## src/rtl/stopwatch_ctrl.sv

```systemverilog
// Stopwatch sequencing controller: button edge detection, run/pause/lap FSM,
// centisecond prescaler and cascaded BCD MM:SS.cc counters with lap freeze.
module stopwatch_ctrl #(
  parameter int TICK_DIV = 1_000_000,
  parameter int CNT_W    = 20
) (
  input  logic       clk,
  input  logic       reset_p,
  input  logic       btn_start_stop,
  input  logic       btn_lap,
  input  logic       btn_clear,
  output logic [7:0] disp_min,
  output logic [7:0] disp_sec,
  output logic [7:0] disp_cs,
  output logic       running,
  output logic       lap_hold
);

  typedef enum logic [2:0] {
    S_IDLE      = 3'd0,
    S_RUN       = 3'd1,
    S_LAP       = 3'd2,
    S_PAUSE     = 3'd3,
    S_PAUSE_LAP = 3'd4
  } state_t;

  // Button bit order: [0] start_stop, [1] lap, [2] clear.
  logic [2:0]       btn_cur_q, btn_cur_d;
  logic [2:0]       btn_old_q, btn_old_d;
  state_t           state_q, state_d;
  logic [CNT_W-1:0] presc_q, presc_d;
  // Time packing: {min10, min1, sec10, sec1, cs10, cs1}, one BCD digit each.
  logic [23:0]      cnt_q, cnt_d;
  logic [23:0]      freeze_q, freeze_d;
  logic [23:0]      disp_q, disp_d;
  logic             running_q, running_d;
  logic             lap_hold_q, lap_hold_d;

  logic [2:0] btn_edge;
  logic       ev_ss, ev_lap, ev_clr;
  logic       clr_cnt, take_lap, tick;

  // Add one centisecond; each digit wraps at its own limit (min/sec tens at 5).
  function automatic logic [23:0] bcd_inc(input logic [23:0] v);
    logic [23:0] r;
    logic        carry;
    logic [3:0]  d;
    logic [3:0]  lim;
    r     = v;
    carry = 1'b1;
    for (int i = 0; i < 6; i++) begin
      d   = r[i*4 +: 4];
      lim = (i == 3 || i == 5) ? 4'd5 : 4'd9;
      if (carry) begin
        if (d >= lim) begin
          d = 4'd0;
        end else begin
          d     = d + 4'd1;
          carry = 1'b0;
        end
      end
      r[i*4 +: 4] = d;
    end
    return r;
  endfunction

  // Rising-edge flags; one flag per press regardless of hold length.
  always_comb begin
    btn_cur_d = {btn_clear, btn_lap, btn_start_stop};
    btn_old_d = btn_cur_q;
    btn_edge  = btn_cur_q & ~btn_old_q;
    ev_clr    = btn_edge[2];
    ev_ss     = btn_edge[0] & ~btn_edge[2];
    ev_lap    = btn_edge[1] & ~btn_edge[2] & ~btn_edge[0];
  end

  // Next-state logic; clear only acts from the two pause states.
  always_comb begin
    state_d  = state_q;
    clr_cnt  = 1'b0;
    take_lap = 1'b0;
    case (state_q)
      S_IDLE: begin
        if (ev_ss) state_d = S_RUN;
      end
      S_RUN: begin
        if (ev_ss) begin
          state_d = S_PAUSE;
        end else if (ev_lap) begin
          state_d  = S_LAP;
          take_lap = 1'b1;
        end
      end
      S_LAP: begin
        if (ev_ss)       state_d = S_PAUSE_LAP;
        else if (ev_lap) state_d = S_RUN;
      end
      S_PAUSE: begin
        if (ev_clr) begin
          state_d = S_IDLE;
          clr_cnt = 1'b1;
        end else if (ev_ss) begin
          state_d = S_RUN;
        end
      end
      S_PAUSE_LAP: begin
        if (ev_clr) begin
          state_d = S_IDLE;
          clr_cnt = 1'b1;
        end else if (ev_ss) begin
          state_d = S_LAP;
        end else if (ev_lap) begin
          state_d = S_PAUSE;
        end
      end
      default: state_d = S_IDLE;
    endcase
  end

  // Prescaler, time counters, freeze register and registered display values.
  always_comb begin
    presc_d = presc_q;
    tick    = 1'b0;
    if (clr_cnt || state_q == S_IDLE) begin
      presc_d = '0;
    end else if (state_q == S_RUN || state_q == S_LAP) begin
      if (presc_q == CNT_W'(TICK_DIV - 1)) begin
        presc_d = '0;
        tick    = 1'b1;
      end else begin
        presc_d = presc_q + CNT_W'(1);
      end
    end

    cnt_d = cnt_q;
    if (clr_cnt)   cnt_d = '0;
    else if (tick) cnt_d = bcd_inc(cnt_q);

    freeze_d = freeze_q;
    if (clr_cnt)       freeze_d = '0;
    else if (take_lap) freeze_d = cnt_q;

    running_d  = (state_d == S_RUN) || (state_d == S_LAP);
    lap_hold_d = (state_d == S_LAP) || (state_d == S_PAUSE_LAP);

    // Clearing blanks the display immediately instead of showing the old count.
    if (clr_cnt)         disp_d = '0;
    else if (lap_hold_d) disp_d = freeze_d;
    else                 disp_d = cnt_q;
  end

  // State register with synchronous reset; a reset also drops pending edges.
  always_ff @(posedge clk) begin
    if (reset_p) begin
      btn_cur_q  <= '0;
      btn_old_q  <= '0;
      state_q    <= S_IDLE;
      presc_q    <= '0;
      cnt_q      <= '0;
      freeze_q   <= '0;
      disp_q     <= '0;
      running_q  <= 1'b0;
      lap_hold_q <= 1'b0;
    end else begin
      btn_cur_q  <= btn_cur_d;
      btn_old_q  <= btn_old_d;
      state_q    <= state_d;
      presc_q    <= presc_d;
      cnt_q      <= cnt_d;
      freeze_q   <= freeze_d;
      disp_q     <= disp_d;
      running_q  <= running_d;
      lap_hold_q <= lap_hold_d;
    end
  end

  assign disp_min = disp_q[23:16];
  assign disp_sec = disp_q[15:8];
  assign disp_cs  = disp_q[7:0];
  assign running  = running_q;
  assign lap_hold = lap_hold_q;

endmodule

```

## config.mk

```make
export PLATFORM = sky130hd
export DESIGN_NAME = stopwatch_ctrl
export DESIGN_NICKNAME = d
export VERILOG_FILES = /design/src/rtl/stopwatch_ctrl.sv
export SDC_FILE = /design/constraint.sdc
export NUM_CORES = 1
export LEC_CHECK = 0
export CORE_MARGIN = 2
export CORE_UTILIZATION = 40
export DETAILED_ROUTE_END_ITERATION = 8
export MAX_ROUTING_LAYER = met4
export PLACE_DENSITY = 0.62
export SETUP_SLACK_MARGIN = 0.5
export SLEW_MARGIN = 5
export SYNTH_ARGS = -nofsm -noshare
export SYNTH_HDL_FRONTEND = slang
export SYNTH_SLANG_ARGS = --single-unit
```

## constraint.sdc

```tcl
create_clock -name clk -period 2.7 [get_ports clk]
set_clock_uncertainty 0.2 [all_clocks]
set_input_delay 0.675 -clock clk [delete_from_list [all_inputs] [get_ports clk]]
set_output_delay 0.675 -clock clk [all_outputs]
set_load 0.03 [all_outputs]
```

# [Word-level counts from Yosys, hierarchy flattened]
# Index checks and enable logic that the tools add are counted.
[word_totals] reg_bits=103 inputBits=5 out_inout_bits=26 word_cells=102
[op_classes] addsub=7 magnitude_cmp=6 n_eq_ne=8 mux=47 n_bitwise=7 n_reduce_logical=13
[ops] operator="$mux 24" count=3
[ops] operator="$mux 1" count=27
[ops] operator="$mux 3" count=9
[ops] operator="$add 4x1->4 const B" count=6
[ops] operator="$mux 4" count=6
[ops] operator="$add 20x1->20 const B" count=1
[ops] operator="$eq 20x20->1 const B" count=1
[ops] operator="$mux 20" count=1
[ops] operator="$ge 4x4->1 const B" count=4
[ops] operator="$pmux 3 s5" count=1
[ops] operator="$reduce_and 2->1" count=5
[ops] operator="$eq 3x2->1 const B" count=3
[ops] operator="$ge 4x3->1 const B" count=2
[ops] operator="$eq 3x1->1 const B" count=2
[ops] operator="$eq 3x3->1 const B" count=2
[ops] operator="$reduce_or 2->1" count=3
[ops] operator="$logic_or 1x1->1" count=4
[ops] operator="$and 1x1->1" count=3
[ops] operator="$and 3x3->3" count=1
[ops] operator="$logic_not 3->1" count=1
[ops] operator="$not 3->3" count=1
[ops] operator="$not 1->1" count=2

# [Logic depth before layout (Yosys ltp)]
# Gate-level depths: netlist of the first run.
[logic_depth] ltp_word=21 mapped_depth=9 ltp_nobuf=8

# [Least setup slack after synthesis of the first run]
# OpenSTA, ideal clock, no wires.
[synth_timing] path_kind="register -> register" start="register cnt_q[0]" end="register cnt_q[19]" setup_time_ps=66 t_arrival_ps=1986 required_ps=2434 setup_slack_ps=448 stages_incl_launch_ff=9 path_buffers=0 synth_period_minus_slack_ps=2252 path_cell_list="dfxtp_1 inv_1 ha_1 inv_1 o31a_1 nand4_4 or3_4 or3_1 a21oi_2"
[synth_via] elab_chain_len=14
[synth_lines] element="from (decl)" line="33" source="logic [23:0] cnt_q, cnt_d;"
[synth_lines] element="from (signal assigned)" line="169" source="cnt_q <= cnt_d;"
[synth_lines] element="$ge 4x4->1" line="55" source="if (d >= lim) begin"
[synth_lines] element="$mux 1" line="55"
[synth_lines] element="$mux 1" line="137" source="else if (tick) cnt_d = bcd_inc(cnt_q);"
[synth_lines] element="$mux 1" line="136" source="if (clr_cnt) cnt_d = '0;"
[synth_lines] element="$mux 1" line="54" source="if (carry) begin"
[synth_lines] element="$mux 1" line="137"
[synth_lines] element="$mux 1" line="136"
[synth_lines] element="$mux 1" line="54"
[synth_lines] element="$mux 1" line="137"
[synth_lines] element="$mux 1" line="136"
[synth_lines] element="$mux 1" line="54"
[synth_lines] element="$mux 1" line="137"
[synth_lines] element="$mux 1" line="136"
[synth_lines] element="$reduce_and 2->1 (no line)"
# Every way passes these cells. The select of a mux whose other input is x is not followed.
# A chain may end at the register's enable or synchronous reset.

# [Final worst setup path of the first run]
# Same ends and word-level chain as after synthesis.

==> results.cfg, run 1 <==
[power_and_ir_drop]
power.leakage_nw = 2.011
switchingPower_uw = 629.6
p_per_area_nw_per_um2 = 483.8
pwr-share-clk_pct = 35.7
switching_share_pct = 23.95
irDropWorstVdd_uv = 287.3
pwr-share-seq_pct = 58.4
power_frac_comb_pct = 5.9
power.internal_mw = 1.999

[drt]
viasPerCell = 5.363
drt_first_pass_iters = 5
route.detailed.drc = 0
routed_wl_mm = 9.961
dr_total_vias = 3727
ant_nets = 0
wl_per_cell_um = 14.33
drt_iter0_markers = 178

[clock_network]
cts_buffers = 9
hold_buffers = 0
clkLatencyLatePin_ns = 0.37
clk_path_buf_depth = 2
htree_num_levels = 3
cts_tree = yes
cts_sinks = 103
root_buffer = clkbuf_8
clk_pin_slew_ns = 0.10

[sta]
period_minus_slack_ns = 2.231
rsz0062_at_grt = yes
min_period_over_period_pct = 82.63
hold_viol_final = 0
fin_setup_tns_ns = 0
layout_setup_ws_ns = 0.4689
slew_headroom_pct = 70.43
tightestPinTransition_ns = 0.4435
setup_viol = 0
fmax_ghz = 0.4482
report.final.slew_viol_count = 0

[synthesis]
ys_types = 52
netlist_instances = 504
synth_top_area_share_pct = 46.32
syn_area_per_cell_sq_um = 8.833
ys_top_cells_by_area = dfxtp_1 46%, nand2_1 6.3%, ha_1 5.3%, a21oi_1 5.1%, nand3_1 3.6%
syn-num-nets = 528
synth-edff-count = 0
synth_top_cell_by_area = dfxtp_1
async_reset_ff_share_pct = 0
synthesis.area_sq_um = 4452
synth.most_common_cell = dfxtp_1
yosysSeqAreaShare_pct = 46.32
ys.warnings.count = 0
yosys_register_bits = 103
synth_common_cells = 103 x dfxtp_1, 75 x nand2_1, 45 x a21oi_1
synth_ff_type = dfxtp_1

[floorplan]
fp.coreArea_sq_um = 10840
die_area_sq_um = 11990
die_w_um = 109.5
start_util_pct = 41.07
ios = 31
die_h_um = 109.5
placementRows = 38

[placed_design]
place_hpwl_mm = 6.839
placed_cell_area_sq_um = 4990
portBuffers = 30
pre_cts_ws_ns = 0.1940
gp_congestion = 0.8424

[finish]
drive_gt1_share_pct = 18.02
fin_util_pct = 50.12
final_cell_area_sq_um = 5433
fin_nets = 574
antenna-diode-count = 0
synthToLayoutAreaGrowth_pct = 22.03

[critical_path]
cp-start-kind = register
path_class = register to register
cp.arrival_ns = 2.36
cp_data_required_time_ns = 2.83
critPathMaxFanout = 7
end_kind = register

[outcome]
status = completed

[global_route]
grt_antenna_before_repair = 0
grt_use_total_pct = 18.32
overflow = 0
grt_pass1_vias = 3524
grt_max_degree = 50
grt_pass1_wl_mm = 16.71

[job]
drv_cap = 0

[worst_hold_path]
worstHoldPathType = register to register
[layout make-up]
cell class / count / area [sq um]
Fill cell: 1061 / 5408
Multi-Input combinational cell: 358 / 2382
Clock inverter: 3 / 25.02
Sequential cell: 103 / 2091
Tap cell: 140 / 175.2
Timing Repair Buffer: 62 / 528.0
Inverter: 16 / 62.56
Clock buffer: 13 / 168.9
[registers in the layout, indices dropped and copies added (netlist names)]
signal / flops
btn_cur_q: 3
presc_q: 20
disp_q: 24
btn_old_q: 3
cnt_q: 24
running: 1
freeze_q: 24
lap_hold: 1
state_q: 3
[final timing paths]
| path | cells after the start | end | from | slack [ns] |
|---|---|---|---|---|
| setup / recovery | 8 | cnt_q[19] | cnt_q[0] | 0.47 |
| hold / removal | 2 | freeze_q[15] | freeze_q[15] | 0.27 |
| setup reg to reg | 8 | cnt_q[19] | cnt_q[0] | 0.47 |
| hold reg to reg | 2 | freeze_q[15] | freeze_q[15] | 0.27 |
[kinds of logic (layout without fill, tap and decap cells)]
| family | Yosys count | after routing | share of synthesized area, % |
|---|---|---|---|
| buffers and inverters | 43 | 94 | 4.019 |
| adders and majority gates | 19 | 19 | 5.340 |
| AOI/OAI and AO/OA | 96 | 96 | 13.69 |
| and+or+nand+nor | 221 | 221 | 25.88 |
| xor gates and xnor gates | 22 | 22 | 4.750 |
| DFF | 103 | 103 | 46.32 |
[stage by stage]
step / hold WS, ns / power [mW] / instances
floorplan: 0.2297 / 1.666 / 504
global placement: 0.2395 / 1.715 / 668
detailed placement: 0.2527 / 1.718 / 668
CTS: 0.2701 / 2.659 / 689
global route: 0.2913 / 2.743 / 695
finish: 0.2684 / 2.628 / 695
[what timing repair did]
| item | CTS | global route |
|---|---|---|
| buffers inserted | 5 | 6 |
| pin swaps | 3 | 3 |
| gates resized for setup | 40 | 41 |
| setup endpoints to repair | 77 | 65 |
[power groups by stage]
| stage | clock network [mW] | logic [mW] | registers [mW] |
|---|---|---|---|
| 6_report | 0.939 | 0.155 | 1.53 |
| 5_1_grt | 1.04 | 0.167 | 1.54 |
| 4_1_cts | 0.978 | 0.146 | 1.54 |
| 3_5_place_dp | 0 | 0.145 | 1.57 |
| 3_3_place_gp | 0 | 0.142 | 1.57 |
| 2_1_floorplan | 0 | 0.0955 | 1.57 |
[critical path, stage by stage (launching register included)]
cell	delay [ns]
dfxtp_4	0.39
inv_1	0.06
ha_1	0.18
inv_1	0.07
o31a_1	0.22
nand4_4	0.13
or3_4	0.42
or3_1	0.38
a21oi_2	0.13
[layer usage]
layer	global-route usage (%)	routed length (um)	vias to the layer above	part of all wire [%]
met4	4.611	137	0	1.4
met5	-	0	-	0
met1	21.37	4388	1785	44
li1	-	-	1854	-
met3	5.216	518	13	5.2
met2	31.08	4916	75	49
[layout by cell type (no fill, tap or decap), types with 6 or more instances in the layout]
cell type	n
clkbuf_8	12
and3_1	6
a21oi_1	45
inv_1	12
o21ai_0	10
nand3_1	32
o32ai_1	13
nand4_1	6
dfxtp_1	92
dfxtp_4	6
ha_1	17
nor2_1	34
dlygate4sd2_1	26
o31ai_1	12
xor2_1	15
nor2b_1	11
buf_4	29
nand2_1	72
xnor2_1	6
Power figures use the tool's default switching activity.
==> run 2: changes to the inputs <==
==> constraint.sdc (replaced) <==
create_clock -name clk -period 2.1 [get_ports clk]
set_clock_uncertainty 0.2 [all_clocks]
set_input_delay 0.525 -clock clk [delete_from_list [all_inputs] [get_ports clk]]
set_output_delay 0.525 -clock clk [all_outputs]
set_load 0.03 [all_outputs]
==> run 2 against run 1 <==
The flow now finishes with violations (setup timing). Via count up 18%. Total power grew 41%. Largest cell class unchanged. Worst hold slack better by 0.0038 ns. Critical path type unchanged. Highest routed layer unchanged. Clock-buffer cell count decreased by 4.
==> results.cfg, run 2 (synthesized netlist as in run 1, its figures left out) <==
[outcome]
status = finished, violations left
violations = setup timing

[global_route]
grt_pass1_vias = 4358
grt_pass1_wl_mm = 21.20
grt_antenna_before_repair = 0
grt_use_total_pct = 23.46
grt_max_degree = 25
overflow = 0

[worst_hold_path]
holdPathStages = 1
worstHoldPathType = register to register
hold_start = btn_cur_q[2]

[floorplan]
die_h_um = 109.5
start_util_pct = 41.07
die_w_um = 109.5
ios = 31
fp.coreArea_sq_um = 10840
placementRows = 38
die_area_sq_um = 11990

[sta]
report.final.slew_viol_count = 0
min_period_over_period_pct = 104.7
rsz0062_at_grt = yes
setup_viol = 13
hold_viol_final = 0
layout_setup_ws_ns = -0.09960
period_minus_slack_ns = 2.200
slew_headroom_pct = 71.52
tightestPinTransition_ns = 0.4235
timing.hold.ws_ns = 0.2723
fmax_ghz = 0.4546

[clock_network]
htree_num_levels = 3
clk_path_buf_depth = 2
cts_sinks = 103
root_buffer = clkbuf_8
cts_tree = yes
clk_pin_slew_ns = 0.10
clkLatencyLatePin_ns = 0.38
cts_buffers = 9

[critical_path]
r2r_slack_ns = -0.1
worstReg2RegStart = cnt_q[4]
critPathMaxFanout = 4
critical-path-max-stage-delay_ns = 0.36
cp-start-kind = register
cp_data_required_time_ns = 2.21
path_class = register to register
cp_cell_sequence = inv_2 -> ha_1 -> or3b_2 -> nand4_1 -> or3_1 -> or3_4 -> nand4b_1 -> o211ai_1
reg2regPathDepth = 8
slowest_stage = or3_1
cp.arrival_ns = 2.31
end_kind = register
cp-startpoint = cnt_q[4]

[drt]
viasPerCell = 5.397
drt_iter0_markers = 167
drt_first_pass_iters = 4
dr_total_vias = 4382
wl_per_cell_um = 17.07
route.detailed.drc = 0
ant_nets = 0
routed_wl_mm = 13.86

[finish]
final_cell_area_sq_um = 7650
synthToLayoutAreaGrowth_pct = 71.84
antenna-diode-count = 0
drive_gt1_share_pct = 55.80
layout_common_cells = 83 x buf_4, 73 x nand2_1, 67 x dfxtp_1, 64 x buf_6, 32 x dfxtp_2
fin_nets = 691
fill_cells = 751
largest_registers = cnt_q: 24 flops, disp_q: 24 flops, freeze_q: 24 flops
final_cell_count_no_fill = 812
mostFrequentLayoutCell = buf_4

[placed_design]
place_hpwl_mm = 7.212
dp.cells = 730
gp_congestion = 0.8605
placed_cell_area_sq_um = 5779
portBuffers = 30

[job]
drv_cap = 0

[power_and_ir_drop]
irDropWorstVdd_uv = 484.6
power.leakage_nw = 2.790
p_per_area_nw_per_um2 = 484.1
p_total_mw = 3.703
## run 2: final timing paths
check / to
setup / recovery: cnt_q[22]
hold / removal: btn_old_q[2]
hold reg to reg: btn_old_q[2]
setup reg to reg: cnt_q[22]
## run 2: worst max-delay path, delay by kind of cell (launching register included)
family / cells / cell delay, ns
AO/OA/AOI/OAI: 1 / 0.08
adder cells (fa/ha/maj): 1 / 0.19
flip-flops: 1 / 0.34
buffers and inverters: 1 / 0.04
AND/OR/NAND/NOR: 5 / 1.28
## run 2: final cells by class
cell class / count / area [sq um] / share of cell area, %
clock buffer: 9 / 123.9 / 1.619
clock inverter: 7 / 48.80 / 0.6379
inverter: 16 / 67.56 / 0.8832
multi-input combinational: 359 / 3120 / 40.79
sequential: 103 / 2117 / 27.67
tap: 140 / 175.2 / 2.290
timing repair buffer: 178 / 1997 / 26.10
## run 2: metal layers
metal / global-route usage (%) / wire [um]
met3: 4.742 / 545
met1: 26.02 / 5534
met2: 41.71 / 7438
met5: - / 0
met4: 8.228 / 342
## run 2: where the power goes
| part | internal (mW) | switching, mW |
|---|---|---|
| Sequential | 1.96 | 0.0123 |
| Clock | 0.431 | 0.721 |
| Combinational | 0.314 | 0.263 |
| Total | 2.71 | 0.997 |
## run 2: what timing repair did
action	4_1_cts	5_1_grt
hold buffers	0	0
cloned	15	0
buffers inserted	36	15
gates resized for setup	308	108
endpoints found under the setup margin	123	118
pin swaps	61	24
## run 2: through the flow
stage	setup slack, ns	setup TNS [ns]	utilization (%)
2_1_floorplan	-0.05846	-0.1320	-
3_3_place_gp	-0.05737	-0.3195	53.31
3_5_place_dp	-0.1018	-0.5915	53.31
5_1_grt	-0.2328	-3.202	70.57
4_1_cts	-0.05409	-0.09245	65.49
6_report	-0.09960	-0.5655	70.57
